File: config.mk
export PLATFORM = sky130hd
export DESIGN_NAME = fifo_wr_ctrl
export DESIGN_NICKNAME = d
export VERILOG_FILES = /design/src/rtl/fifo_wr_ctrl.sv
export SDC_FILE = /design/constraint.sdc
export NUM_CORES = 1
export LEC_CHECK = 0
export CELL_PAD_IN_SITES_DETAIL_PLACEMENT = 1
export CELL_PAD_IN_SITES_GLOBAL_PLACEMENT = 2
export CORE_MARGIN = 2
export CORE_UTILIZATION = 26
export DETAILED_ROUTE_END_ITERATION = 10
export HOLD_SLACK_MARGIN = 0.08
export PLACE_DENSITY_LB_ADDON = 0.1
export SLEW_MARGIN = 0
export SYNTH_ARGS = -nofsm -noshare
export SYNTH_HDL_FRONTEND = slang
export SYNTH_SLANG_ARGS = --single-unit
File: constraint.sdc
create_clock -name clk -period 2.61 [get_ports clk]
set_input_delay 0.3915 -clock clk [delete_from_list [all_inputs] [get_ports clk]]
set_output_delay 0.3915 -clock clk [all_outputs]
set_load 0.01 [all_outputs]
File: src/rtl/fifo_wr_ctrl.sv
// -----------------------------------------------------------------------------
// fifo_wr_ctrl
// Write-side pointer and flag controller for an asynchronous FIFO. Everything
// here runs in the write clock domain.
//
// Ports:
//   clk               write-domain clock
//   rst               synchronous, active-high reset
//   wr_en             write request from the producer
//   rd_ptr_grey_sync  read Gray pointer, already synchronized into clk
//   ovf_clr           clears the sticky overflow flag
//   mem_we            RAM write enable (combinational: request and not full)
//   wr_addr           RAM write address (low bits of the binary write pointer)
//   wr_ptr_grey       registered Gray write pointer, to the read-side sync
//   full              FIFO full (registered, pessimistic)
//   almost_full       level >= AF_THRESH (registered)
//   wr_level          occupancy seen from the write side (registered)
//   overflow          sticky: a write was attempted while full
// -----------------------------------------------------------------------------
module fifo_wr_ctrl #(
  parameter int PNTR      = 4,
  parameter int AF_THRESH = 12
) (
  input  logic            clk,
  input  logic            rst,
  input  logic            wr_en,
  input  logic [PNTR:0]   rd_ptr_grey_sync,
  input  logic            ovf_clr,
  output logic            mem_we,
  output logic [PNTR-1:0] wr_addr,
  output logic [PNTR:0]   wr_ptr_grey,
  output logic            full,
  output logic            almost_full,
  output logic [PNTR:0]   wr_level,
  output logic            overflow
);

  localparam logic [PNTR:0] AF_T = AF_THRESH[PNTR:0];

  logic [PNTR:0] r_wbin;
  logic [PNTR:0] r_wgray;
  logic          r_full;
  logic          r_af;
  logic [PNTR:0] r_level;
  logic          r_ovf;

  logic          w_accept;
  logic          w_ovf_set;
  logic [PNTR:0] w_wbin_next;
  logic [PNTR:0] w_wgray_next;
  logic [PNTR:0] w_rbin;
  logic [PNTR:0] w_diff;
  logic [PNTR:0] w_full_gray;
  logic          w_full_next;

  function automatic logic [PNTR:0] gray2bin(input logic [PNTR:0] g);
    logic [PNTR:0] b;
    b[PNTR] = g[PNTR];
    for (int i = PNTR - 1; i >= 0; i--) begin
      b[i] = b[i+1] ^ g[i];
    end
    return b;
  endfunction

  // Reset gates the RAM strobe so nothing is written while the pointers clear.
  assign w_accept     = wr_en & ~r_full & ~rst;
  assign w_ovf_set    = wr_en & r_full;
  assign w_wbin_next  = r_wbin + {{PNTR{1'b0}}, w_accept};
  assign w_wgray_next = w_wbin_next ^ (w_wbin_next >> 1);
  assign w_rbin       = gray2bin(rd_ptr_grey_sync);
  assign w_diff       = w_wbin_next - w_rbin;

  // Full in Gray space: write pointer is one lap ahead, which in Gray code
  // means the two MSBs inverted and the remaining bits equal.
  assign w_full_gray  = {~rd_ptr_grey_sync[PNTR:PNTR-1], rd_ptr_grey_sync[PNTR-2:0]};
  assign w_full_next  = (w_wgray_next == w_full_gray);

  // ---- register stage: pointers and flags ----
  always_ff @(posedge clk) begin
    if (rst) begin
      r_wbin  <= '0;
      r_wgray <= '0;
      r_full  <= 1'b0;
      r_af    <= 1'b0;
      r_level <= '0;
      r_ovf   <= 1'b0;
    end else begin
      r_wbin  <= w_wbin_next;
      r_wgray <= w_wgray_next;
      r_full  <= w_full_next;
      r_af    <= (w_diff >= AF_T);
      r_level <= w_diff;
      // set wins over a simultaneous clear
      if (w_ovf_set)    r_ovf <= 1'b1;
      else if (ovf_clr) r_ovf <= 1'b0;
    end
  end

  assign mem_we      = w_accept;
  assign wr_addr     = r_wbin[PNTR-1:0];
  assign wr_ptr_grey = r_wgray;
  assign full        = r_full;
  assign almost_full = r_af;
  assign wr_level    = r_level;
  assign overflow    = r_ovf;

endmodule

Word level (Yosys, flattened, before mapping)
Cells that the tools add are included.
Operators by class
  order comparisons: 1
  equal/unequal tests: 1
  multiply operators: 0
  mux-type cells: 2
  bitwise logic cells: 11
  add/subtract/negate cells: 2
  div/mod/pow operators: 0
  reductions and logical operators: 1
  shift operators: 0
Operators by type and width (number)
  5-bit by 1-bit adder with 5-bit output: 1
  5-bit equality test: 1
  5-bit by 4-bit >= comparator with 1-bit output, second input constant: 1
  5-bit subtractor: 1
  5-bit by 4-bit bitwise XOR with 5-bit output: 1
  1-bit bitwise XOR: 4
  1-bit AND: 3
  1-bit 2-to-1 mux: 2
  1-bit inverter: 2
  2-bit inverter: 1
  2-bit nonzero test: 1
Storage, ports and cells
  input bits: 9
  memories: 0
  bits in registers: 18
  bits in writable memories: 0
  bits in latches: 0
  memory bits (read-only): 0

Depth between registers and ports, before layout
Gate-level depths: netlist of the first run.
  depth after elaboration: 6
  depth in mapped cells: 11

Worst setup path after synthesis of the first run
No wires, ideal clock.
  path kind: in2reg
  start: input rst
  end: register r_af, in the netlist almost_full
  path slack: -0.074 ns
  data arrival time: 2.561 ns
  library setup time: 0.123 ns
  stages: 10
  cells stage by stage: clkbuf_1 > nor3b_1 > ha_1 > ha_1 > xor2_2 > ha_1 > a21o_1 > a21oi_1 > xnor2_1 > o2bb2ai_1
On the way
  longest elaborated chain between the ends: 5
RTL lines
  from (decl): RTL line 25  | input logic rst,
  1-bit inverter: RTL line 66  | assign w_accept = wr_en & ~r_full & ~rst;
  1-bit AND: RTL line 66
  net mem_we: RTL line 29  | output logic mem_we,
  5-bit by 1-bit adder with 5-bit output: RTL line 68  | assign w_wbin_next = r_wbin + {{PNTR{1'b0}}, w_accept};
  net w_wbin_next[2]: RTL line 49  | logic [PNTR:0] w_wbin_next;
  5-bit subtractor: RTL line 71  | assign w_diff = w_wbin_next - w_rbin;
  5-bit by 4-bit >= comparator with 1-bit output: RTL line 91  | r_af <= (w_diff >= AF_T);
  to (signal assigned): RTL line 91
  to (decl): RTL line 43  | logic r_af;
The timed path passes the listed nets, and every way through them passes these cells.
A chain may end at the register's enable or synchronous reset.

Worst setup path after layout of the first run
  start: input wr_en
  end: register r_af, in the netlist almost_full
On the way
  longest elaborated chain between the ends: 5
RTL lines
  from (decl): RTL line 26  | input logic wr_en,
  1-bit AND (2 in series): RTL line 66
  5-bit by 1-bit adder with 5-bit output: RTL line 68
  net w_wbin_next[1]: RTL line 49
  5-bit subtractor: RTL line 71
  5-bit by 4-bit >= comparator with 1-bit output: RTL line 91
The timed path passes the listed nets, and every way through them passes these cells.

==> flow_metrics.env, run 1 <==
export IMPL_fin_skew_ns=0.00416
export IMPL_port_buffers=26
export IMPL_place_inst=163
export IMPL_drtIter0Drc=1
export IMPL_start_util_pct=26.9
export IMPL_clock_latency_ns=0.29
export IMPL_fin_cells=169
export IMPL_cts_tree="built"
export IMPL_critPathKind="in -> reg"
export IMPL_cp_arrival_ns=2.57
export IMPL_holdWs_ns=0.477
export IMPL_peakVddDrop_v=0.000222
export IMPL_detail_route_antenna_nets=0
export IMPL_syn_to_final_growth_pct=57.2
export IMPL_rsz0062_at_grt="false"
export IMPL_hold_viol_final=0
export IMPL_root_buffer="clkbuf_4"
export IMPL_row_count=20
export IMPL_drive_above_1_share_pct=20.0
export IMPL_drc=0
export IMPL_antennaDiodeCount=0
export IMPL_dp_hpwl_mm=1.48
export IMPL_crit_fanout=3
export IMPL_grtUsageTotal_pct=11.7
export IMPL_die_x_um=60.0
export IMPL_cts_buffers=3
export IMPL_synth_area_um2=816
export IMPL_cap_viol_max_count=0
export IMPL_setup_viol=0
export IMPL_cts_buffer_depth=2
export IMPL_wl_mm=1.81
export IMPL_htree_levels=1
export IMPL_end_kind="register"
export IMPL_viasPerCell=3.98
export IMPL_fin_area_um2=1280
export IMPL_synth_distinct_cells=19
export IMPL_dieHeight_um=60.0
export IMPL_grt_first_pass_wirelength_mm=3.02
export IMPL_drv_slew=0
export IMPL_avgSynthCellArea_um2=9.95
export IMPL_grt_max_degree=18
export IMPL_hold_buffers=0
export IMPL_leakage_uw=0.000553
export IMPL_grt_antenna_before_repair=0
export IMPL_finalNetCount=143
export IMPL_hp_class="reg -> reg"
export IMPL_ys_warn_count=0
export IMPL_status="finished, final reports clean"
export IMPL_routabilityCongestion=0.674
export IMPL_placed_area_um2=1230
export IMPL_slew_limit_headroom_pct=78.8
export IMPL_powerDensity_nw_per_um2=518
export IMPL_ys_ff_latch=17
export IMPL_tightest_slew_ns=0.316
export IMPL_crit_required_ns=2.80
export IMPL_grt_pass1_vias=682
export IMPL_wl_per_cell_um=10.7
export IMPL_die_area_um2=3600
export IMPL_path_clk_slew_ns=0.10
export IMPL_timing_fmax_mhz=419
export IMPL_min_period_over_period_pct=91.4
export IMPL_yosysSeqAreaShare_pct=41.7
export IMPL_final_util_pct=42.4
export IMPL_syn_nets=99
export IMPL_layout_min_cycle_time_ns=2.38
export IMPL_first_pass_iters=3
export IMPL_cp_start_kind="input port"
export IMPL_grt_overflow_total=0
export IMPL_vias=673
export IMPL_cts_sinks=17
export IMPL_num_io_pins=27
export IMPL_coreArea_um2=3030
export IMPL_synth_cells=82
==> worst paths after layout <==
| kind | from | to | slack [ns] | cells after the start |
|---|---|---|---|---|
| max reg2reg | full | almost_full | 0.47 | 10 |
| min | overflow | overflow | 0.48 | 2 |
| max | wr_en | almost_full | 0.23 | 11 |
| min reg2reg | overflow | overflow | 0.48 | 2 |
==> layer usage <==
metal / GRT usage, % / vias up / routed length [um]
met1: 14.5 / 314 / 817
met2: 18.3 / 13 / 889
met5: 0 / - / 0
li1: - / 341 / -
met4: 7.62 / 0 / 53
met3: 2.16 / 5 / 49
==> per-stage QoR <==
stage	total power, uW	TNS [ns]	worst slack (ns)
after floorplan	409	0	0.0727
after global placement	515	-1.01	-0.371
after detailed placement	518	-1.22	-0.442
after CTS	671	0	0.151
after global routing	704	0	0.0477
final	664	0	0.226
==> synthesized netlist by cell type (all sizes together) <==
library cell / count / share of area (%)
nand3: 4 / 2.5
dfxtp: 17 / 42
nor2b: 2 / 1.5
or3: 1 / 0.77
fa: 1 / 2.5
o2bb2ai: 1 / 1.1
nand2b: 1 / 0.77
xnor2: 12 / 14
xor2: 7 / 9.4
inv: 6 / 2.8
a21oi: 4 / 2.5
nor3b: 1 / 0.92
a21o: 2 / 1.8
clkbuf: 2 / 0.92
nor2: 13 / 6.0
nand2: 1 / 0.46
ha: 7 / 11
==> final cells by class <==
type                    instances  area (um^2)
inverters                       6         22.5
repair buffers                 41          370
fillers                       353         1750
clock buffers                   4         26.3
flip-flops and latches         17          340
well taps                      44         55.1
multi-input cells              57          468
==> cells in the final DEF, fill, tap and decap left out, drive strengths merged, types with 4 or more instances in the layout <==
cell and count:
xor2 7, xnor2 12, ha 7, nor2 13, clkbuf 4, clkdlybuf4s50 24, a21oi 4, inv 6
buf 15, nand3 4, dfxtp 17
==> power breakdown <==
group	switching, uW	total, uW	internal, uW
logic	96.4	229	132
clock network	83.5	143	59.5
registers	7.13	292	285
==> logic make-up after synthesis <==
group / synth area share (%)
AO/OA/AOI/OAI: 5.37
XOR/XNOR: 23.2
adder cells (fa/ha/maj): 13.2
buffers and inverters: 3.68
flip-flops: 41.7
AND/OR/NAND/NOR: 12.9
==> state kept, by name, summed over array words and instances (netlist names) <==
name         cells
full             1
overflow         1
wr_ptr_grey      4
wr_level         5
r_wbin           5
almost_full      1
==> worst max-delay path, stage by stage <==
cell             delay, ns
clkdlybuf4s50_1       0.41
nor3b_2               0.17
ha_1                  0.21
ha_1                  0.34
inv_1                 0.10
fa_2                  0.40
inv_1                 0.07
a21o_1                0.10
a21oi_1               0.07
xnor2_1               0.21
o2bb2ai_1             0.10
==> repair_timing <==
action | CTS | global route
setup endpoints to repair | 2 | 1
gates resized for setup | 3 | 2
pin swaps | 4 | 1
buffers inserted | 2 | 0
No activity file was read; power rests on OpenSTA's default activity.
==> run 2, diff against run 1 <==
- PLACE_DENSITY_LB_ADDON: 0.1 -> 0.12
==> flow_metrics.env, run 2 (synthesis gave the netlist of run 1 again) <==
export IMPL_status="finished, final reports clean"
export IMPL_rr_startpoint="full"
export IMPL_num_io_pins=27
export IMPL_dieHeight_um=60.0
export IMPL_vias=691
export IMPL_path_clk_slew_ns=0.10
export IMPL_peakVddDrop_v=0.000197
export IMPL_grtUsageTotal_pct=12.0
export IMPL_finalSetupTns_ns=0
export IMPL_hold_viol_final=0
export IMPL_layout_min_cycle_time_ns=2.44
export IMPL_cts_sinks=17
export IMPL_hold_buffers=0
export IMPL_cts_tree="built"
export IMPL_grt_overflow_total=0
export IMPL_path_common_cell="xnor2_1"
export IMPL_leakage_uw=0.000565
export IMPL_clock_latency_ns=0.29
export IMPL_crit_required_ns=2.79
export IMPL_drive_above_1_share_pct=22.7
export IMPL_grt_pass1_vias=714
export IMPL_whs_path_depth=2
export IMPL_start_util_pct=26.9
export IMPL_final_cell_mix="clkdlybuf4s50_1 (24), buf_4 (18), dfxtp_1 (17)"
export IMPL_rsz0062_at_grt="false"
export IMPL_min_period_over_period_pct=93.5
export IMPL_detail_route_antenna_nets=0
export IMPL_max_stage_delay_ns=0.53
export IMPL_drv_slew=0
export IMPL_cp_arrival_ns=2.62
export IMPL_die_area_um2=3600
export IMPL_hp_class="reg -> reg"
export IMPL_finalNetCount=146
export IMPL_hold_end="overflow"
export IMPL_tightest_slew_ns=0.278
export IMPL_timing_fmax_mhz=410
export IMPL_min_from="overflow"
export IMPL_routabilityCongestion=0.711
export IMPL_critPathKind="in -> reg"
export IMPL_cp_start_kind="input port"
export IMPL_end_kind="register"
export IMPL_first_pass_iters=2
export IMPL_rr_endpoint="almost_full"
export IMPL_crit_slowest_cell="clkdlybuf4s50_1"
export IMPL_fin_skew_ns=0.00353
export IMPL_drc=0
export IMPL_cts_buffer_depth=2
export IMPL_grt_max_degree=18
export IMPL_cts_buffers=3
export IMPL_layout_commonest_cell="clkdlybuf4s50_1"
export IMPL_r2r_cells=10
export IMPL_crit_fanout=2
export IMPL_coreArea_um2=3030
export IMPL_grt_first_pass_wirelength_mm=3.07
export IMPL_viasPerCell=4.02
export IMPL_crit_family="XOR/XNOR gates"
export IMPL_row_count=20
export IMPL_antennaDiodeCount=0
export IMPL_final_util_pct=43.1
export IMPL_wl_mm=1.89
export IMPL_port_buffers=26
export IMPL_wl_per_cell_um=11.0
export IMPL_drtIter0Drc=1
export IMPL_worst_path_buf_inv=2
export IMPL_cap_viol_max_count=0
export IMPL_powerDensity_nw_per_um2=518
export IMPL_setup_viol=0
export IMPL_slew_limit_headroom_pct=81.4
export IMPL_cp_cell_sequence="clkdlybuf4s50_1 -> xor2_2 -> xor2_1 -> xnor2_1 -> ha_2 -> fa_2 -> inv_1 -> a21o_1 -> a21oi_2 -> xnor2_1 -> o2bb2ai_1"
export IMPL_rrSetupSlack_ns=0.47
export IMPL_grt_antenna_before_repair=0
export IMPL_htree_levels=1
export IMPL_dp_hpwl_mm=1.60
export IMPL_syn_to_final_growth_pct=59.8
export IMPL_die_x_um=60.0
export IMPL_root_buffer="clkbuf_4"
run 2: cell type report:
| type | count | area (um^2) |
|---|---|---|
| inverter | 6 | 22.5 |
| fill | 347 | 1720 |
| tap | 44 | 55.1 |
| timing repair buffer | 44 | 393 |
| multi-input combinational | 57 | 467 |
| clock buffer | 4 | 26.3 |
| sequential | 17 | 340 |
run 2: worst min-delay path, cell delays in order, from the launching register on:
cell and delay (ns):
dfxtp_1 0.32, nand2b_1 0.07, a21oi_1 0.06
run 2: power breakdown:
group          total, uW  internal, uW  switching [uW]
Clock                142          59.5            82.6
Combinational        242           140             102
Sequential           292           285            6.97
Total                676           485             191
run 2: repair_timing:
item | CTS | global route
endpoints found under the setup margin | 2 | 2
resized for setup | 5 | 1
pin swaps | 6 | 1
buffers inserted | 1 | 1
run 2: worst max path at each step:
stage / from / endpoint / slack (ns) / cells past startpoint
final: rd_ptr_grey_sync[2] / almost_full / 0.17 / 11
after floorplan: rst / almost_full / 0.07 / 10
after CTS: rd_ptr_grey_sync[2] / almost_full / 0.12 / 11
after global placement: rd_ptr_grey_sync[4] / almost_full / -0.36 / 12
after global routing: rd_ptr_grey_sync[2] / almost_full / 0.02 / 11
after detailed placement: rd_ptr_grey_sync[4] / almost_full / -0.49 / 12
run 2: metrics by stage:
step	instance area (um^2)	hold WS (ns)	total power (uW)	setup slack (ns)	std cells
after floorplan	821	0.493	409	0.0727	82
after global placement	1250	0.459	521	-0.364	166
after detailed placement	1250	0.473	529	-0.495	166
after global routing	1300	0.529	724	0.0163	172
after CTS	1290	0.488	684	0.122	171
final	1300	0.480	676	0.170	172
run 2: per-layer routing:
| layer | vias to the layer above | track usage (%) | wire, um |
|---|---|---|---|
| met5 | - | 0 | 0 |
| met4 | 0 | 7.62 | 48 |
| met3 | 5 | 1.95 | 49 |
| met2 | 15 | 20.7 | 917 |
| met1 | 322 | 13.7 | 869 |
| li1 | 349 | - | - |
==> run 3, diff against run 2 <==
- GPL_ROUTABILITY_DRIVEN: default -> 0
==> results of run 3 <==
The final DEF is identical to that of run 2; final timing and power are the same.
==> patch 1 (settings of run 2) <==
Set the parameter `PNTR` to 3 (it was 4).
--- a/src/rtl/fifo_wr_ctrl.sv
+++ b/src/rtl/fifo_wr_ctrl.sv
@@ -20,3 +20,3 @@
 module fifo_wr_ctrl #(
-  parameter int PNTR      = 4,
+  parameter int PNTR      = 3,
   parameter int AF_THRESH = 12
Ports: changed (resized rd_ptr_grey_sync, wr_addr, wr_level and wr_ptr_grey); port bits go from 27 to 23. The function was not compared with the original's and may differ.
==> patch 1 against run 2 <==
First-iteration DRC count stayed put; critical path depth down 1; cell count decreased by 24%; non-clock buffer count fell by 10; count of clock-buffer cells in the layout unchanged; area after synthesis down 19%; sequential power is 17% lower; sequential cell count is 3 lower; power down 14%; worst setup slack got worse by 54 ps; hold slack lost 7.1 ps; wire length shrank 15%; design area decreased by 19%.
==> patch 1: results (changes against run 2) <==
Status: finished, final reports clean
Cell area after placement: 1000 µm² (-20%)
Wl on met1: 705 µm (-19%)
Initial DRC count: 1 (unchanged)
Global-route wire length before repair: 2690 µm (-12%)
Postcts setup bufs: 0 (-1)
Max clock buf depth: 2 (unchanged)
Combinational power: 0.180 mW (-26%)
Seq pwr share: 41.3% (-1.9 points)
Compound-cell area share of the yosys netlist: 4.72% (-0.65 points)
Register area share after synthesis: 42.3% (+0.55 points)
Lkg Pwr: 0.440 nW (-22%)
Drt wl/cell: 12.2 µm (+11%)
Met2 routed WL: 772 µm (-16%)
DP Wirelength: 1270 µm (-21%)
Number of H-tree levels: 1 (unchanged)
Post-place setup slack: -193 ps (+302 ps)
Dpl cells: 126 (-24%)
Largest net degree at the start of global routing: 14 (-4)
Fin nets: 115 (-21%)
Total power: 0.583 mW (-14%)
Yosys cell types: 18 (-1)
Routing usage on met3: 3.83% (+1.9 points)
Vias in the first global route: 597 (-16%)
Net Count, Synth: 78 (-21%)
Drt first pass iters: 4 (+2)
Synth top area share: 42.3% (+0.55 points)
Cell Int Power: 0.423 mW (-13%)
ANT cells: 0 (unchanged)
Adder-cell share of the synthesized area: 9.43% (-3.8 points)
Avg Inst Size Synth: 10.2 µm² (+2.5%)
Ys Warns: 0 (unchanged)
Asr flop ratio synth: 0% (unchanged)
Layout cells sized above 1: 21.8% (-0.87 points)
Met2 Use GR: 22.7% (+2.0 points)
Largest cells by area after synthesis: dfxtp_1 (42%), xor2_1 (12%), xnor2_1 (11%)
Grt met1 use: 15.3% (+1.6 points)
Clock slew at reported path FFs: 90 ps
XOR/XNOR Fraction of Synth Area: 25.8% (+2.7 points)
Resized cells post-CTS: 0 (-5)
VDD IR max: 0.309 mV (+57%)
Commonest cells post-synth: dfxtp_1 (14), xor2_1 (9), nor2_1 (8), xnor2_1 (8), ha_1 (5)
Vias per inst: 4.29 (+6.8%)
CTS buffer count: 3 (unchanged)
GP Congestion: 0.711 (about the same)
CTS root buffer: clkbuf_4
CP arrival: 2670 ps (+50 ps)
Critical path peak fanout: 2 (unchanged)
Clock latency on the worst-skew pair: 280 ps
Highest metal used: met4
IO buf count: 22 (-15%)
Hold Buf Count CTS: 0 (unchanged)
Routed vias: 562 (-19%)
Fill cells: 311 (-10%)
GRT Overall Usage: 13.2% (+1.1 points)
Fin Clk Skew: 2.10 ps (-1.43 ps)
Met3 WL: 100 µm (+100%)
Antenna violations before repair: 0 (unchanged)
Least-Margin Pin Slew: 391 ps (+113 ps)
[patch 1: critical path: stages]
cell	delay, ps
clkdlybuf4s50_1	470
nor3b_2	250
ha_2	210
ha_1	210
xor2_2	180
ha_1	260
a31o_1	220
a31oi_2	150
xor2_1	240
nor2b_1	70
[patch 1: cell type report]
type                       count  area (µm²)  area share, %
inverter                       2        7.51          0.709
sequential                    14         280           26.5
multi-input combinational     47         387           36.5
timing repair buffer          34         310           29.3
clock buffer                   4        36.3           3.43
tap                           30        37.5           3.55
[patch 1: worst paths after layout]
kind	from	endpoint	slack [ps]	cells past startpoint
max	rst	almost_full	120	10
min	overflow	overflow	470	2
min reg2reg	overflow	overflow	470	2
max reg2reg	full	almost_full	410	9
[patch 1: cell families (layout without fill, tap and decap cells)]
logic type      Yosys count  count (layout)
simple gates             20              20
xor+xnor                 18              18
flops                    14              14
fa+ha+maj                 5               5
compound gates            4               4
buf+inv                   4              40
==> patch 2 (settings of run 2) <==
Without the edit above. Reset style: asynchronous (`rst`), changed in one clocked block. Comments in the files are not updated.
--- a/src/rtl/fifo_wr_ctrl.sv
+++ b/src/rtl/fifo_wr_ctrl.sv
@@ -78,3 +78,3 @@
   // ---- register stage: pointers and flags ----
-  always_ff @(posedge clk) begin
+  always_ff @(posedge clk or posedge rst) begin
     if (rst) begin
Formal check against the unedited RTL: differs if rst is asserted again (counterexample within 4 cycles, from zero or initial values and one cycle with rst high); with rst held inactive, the same outputs for 10 cycles.
==> patch 2 against run 2 <==
Sequential cell count unchanged; sequential share of layout area grew 1.9 points; critical path depth did not move; wire length grew 15%; hold slack improved by 47 ps; worst setup slack worse by 71 ps; non-clock buffer count up 7; design area rose by 17%; area after synthesis up 16%; maximum frequency down 2.8%; die area increased by 15%; critical path type unchanged; highest routed layer unchanged.
Power is not compared: it rests on default switching activity, and its combinational part moved more than twofold at a synthesized area within 25%.
==> patch 2: results (changes against run 2) <==
Status: finished, final reports clean
Layout cells sized above 1: 29.6% (+7.0 points)
CP arrival: 2710 ps (+90 ps)
Asr flop ratio synth: 100% (+100 points)
Drt total wl: 2170 µm (+15%)
Register area share after synthesis: 44.9% (+3.1 points)
R2R depth: 9 (-1)
Resized cells post-CTS: 3 (-2)
IO buf count: 26 (unchanged)
Final Core Density: 44.5% (+1.5 points)
CP peak stage delay: 460 ps (-70 ps)
Drt first pass iters: 4 (+2)
Postcts setup bufs: 3 (+2)
Met3 WL: 59 µm (+20%)
GP Congestion: 0.717 (+0.80%)
Post-place setup slack: -401 ps (+93.6 ps)
Largest cells by area after synthesis: dfrtp_1 (45%), xnor2_1 (10%), ha_1 (9.2%)
GRT Overall Usage: 11.2% (-0.81 points)
Fin Clk Skew: 4.57 ps (+1.04 ps)
Dpl cells: 171 (+3.0%)
Wl on met1: 919 µm (+5.8%)
Initial DRC count: 17 (+16)
Global-route wire length before repair: 3610 µm (+18%)
Critical path peak fanout: 2 (unchanged)
Highest metal used: met4
Final setup margin: 99.8 ps (-70.6 ps)
Met2 routed WL: 1160 µm (+26%)
Fill cells: 395 (+14%)
Cell area after placement: 1400 µm² (+12%)
Crit path from: rd_ptr_grey_sync[3]
Reg2reg end: almost_full
Vias in the first global route: 804 (+13%)
Max transition margin: 56.1% (-25 points)
Commonest cells post-synth: dfrtp_1 (17), xnor2_1 (11), inv_1 (10), ha_1 (7), xor2_1 (6)
Drt wl/cell: 12.0 µm (+9.2%)
Clock slew at reported path FFs: 100 ps (about the same)
Worst reg2reg setup slack: 310 ps (-160 ps)
DP Wirelength: 1710 µm (+6.9%)
VDD IR max: 0.460 mV
Yosys cell types: 24 (+5)
Fin nets: 153 (+4.8%)
Number of H-tree levels: 1 (unchanged)
Reg2reg start: full
patch 2: changes by cell type in the layout (fill, tap and decap cells not counted), sizes merged, moves of 2 or more:
cell	run 2	this run
inv	6	10
nand2	1	4
dfrtp	0	17
buf	18	25
a21oi	4	0
dlygate4sd2	2	0
dfxtp	17	0
o21ai	0	3
a21boi	0	2
nor2	13	1
patch 2: power by group through the flow:
stage	clock [mW]	sequential, mW	combinational [mW]
floorplan	0	0.535	0.561
global placement	0	0.495	1.13
detailed placement	0	0.499	1.15
CTS	0.149	0.495	1.18
global route	0.163	0.520	1.35
finish	0.144	0.497	1.22
patch 2: metal layers:
metal	global-route usage, %	vias up
met5	0	-
met4	3.99	0
met3	2.11	4
met2	20.3	9
met1	13.1	376
li1	-	369
patch 2: worst min-delay path, cell delays in order, from the launching register on:
cell     delay (ps)
dfrtp_1         390
inv_1            50
o21ai_0          60
patch 2: cell type report:
| class | count | share of cell area, % |
|---|---|---|
| Multi-Input combinational cell | 53 | 34.4 |
| Inverter | 10 | 2.47 |
| Sequential cell | 17 | 28.0 |
| Clock inverter | 1 | 0.329 |
| Tap cell | 46 | 3.78 |
| Clock buffer | 3 | 1.48 |
| Timing Repair Buffer | 51 | 29.6 |
patch 2: worst min-delay path by stage:
stage / from / end / slack [ps] / cells after the start
CTS: overflow / overflow / 540 / 2
global route: overflow / overflow / 560 / 2
finish: overflow / overflow / 530 / 2
global placement: overflow / overflow / 510 / 2
floorplan: rst / almost_full / 320 / 1
detailed placement: overflow / overflow / 520 / 2
patch 2: kinds of logic (layout without fill, tap and decap cells):
family,after synthesis,count (layout),share of synthesized area (%)
xor gates and xnor gates,20,20,21.5
DFF,17,17,44.9
and+or+nand+nor,15,15,8.44
buffers and inverters,12,65,5.54
AOI/OAI and AO/OA,10,10,8.31
adders and majority gates,8,8,11.3
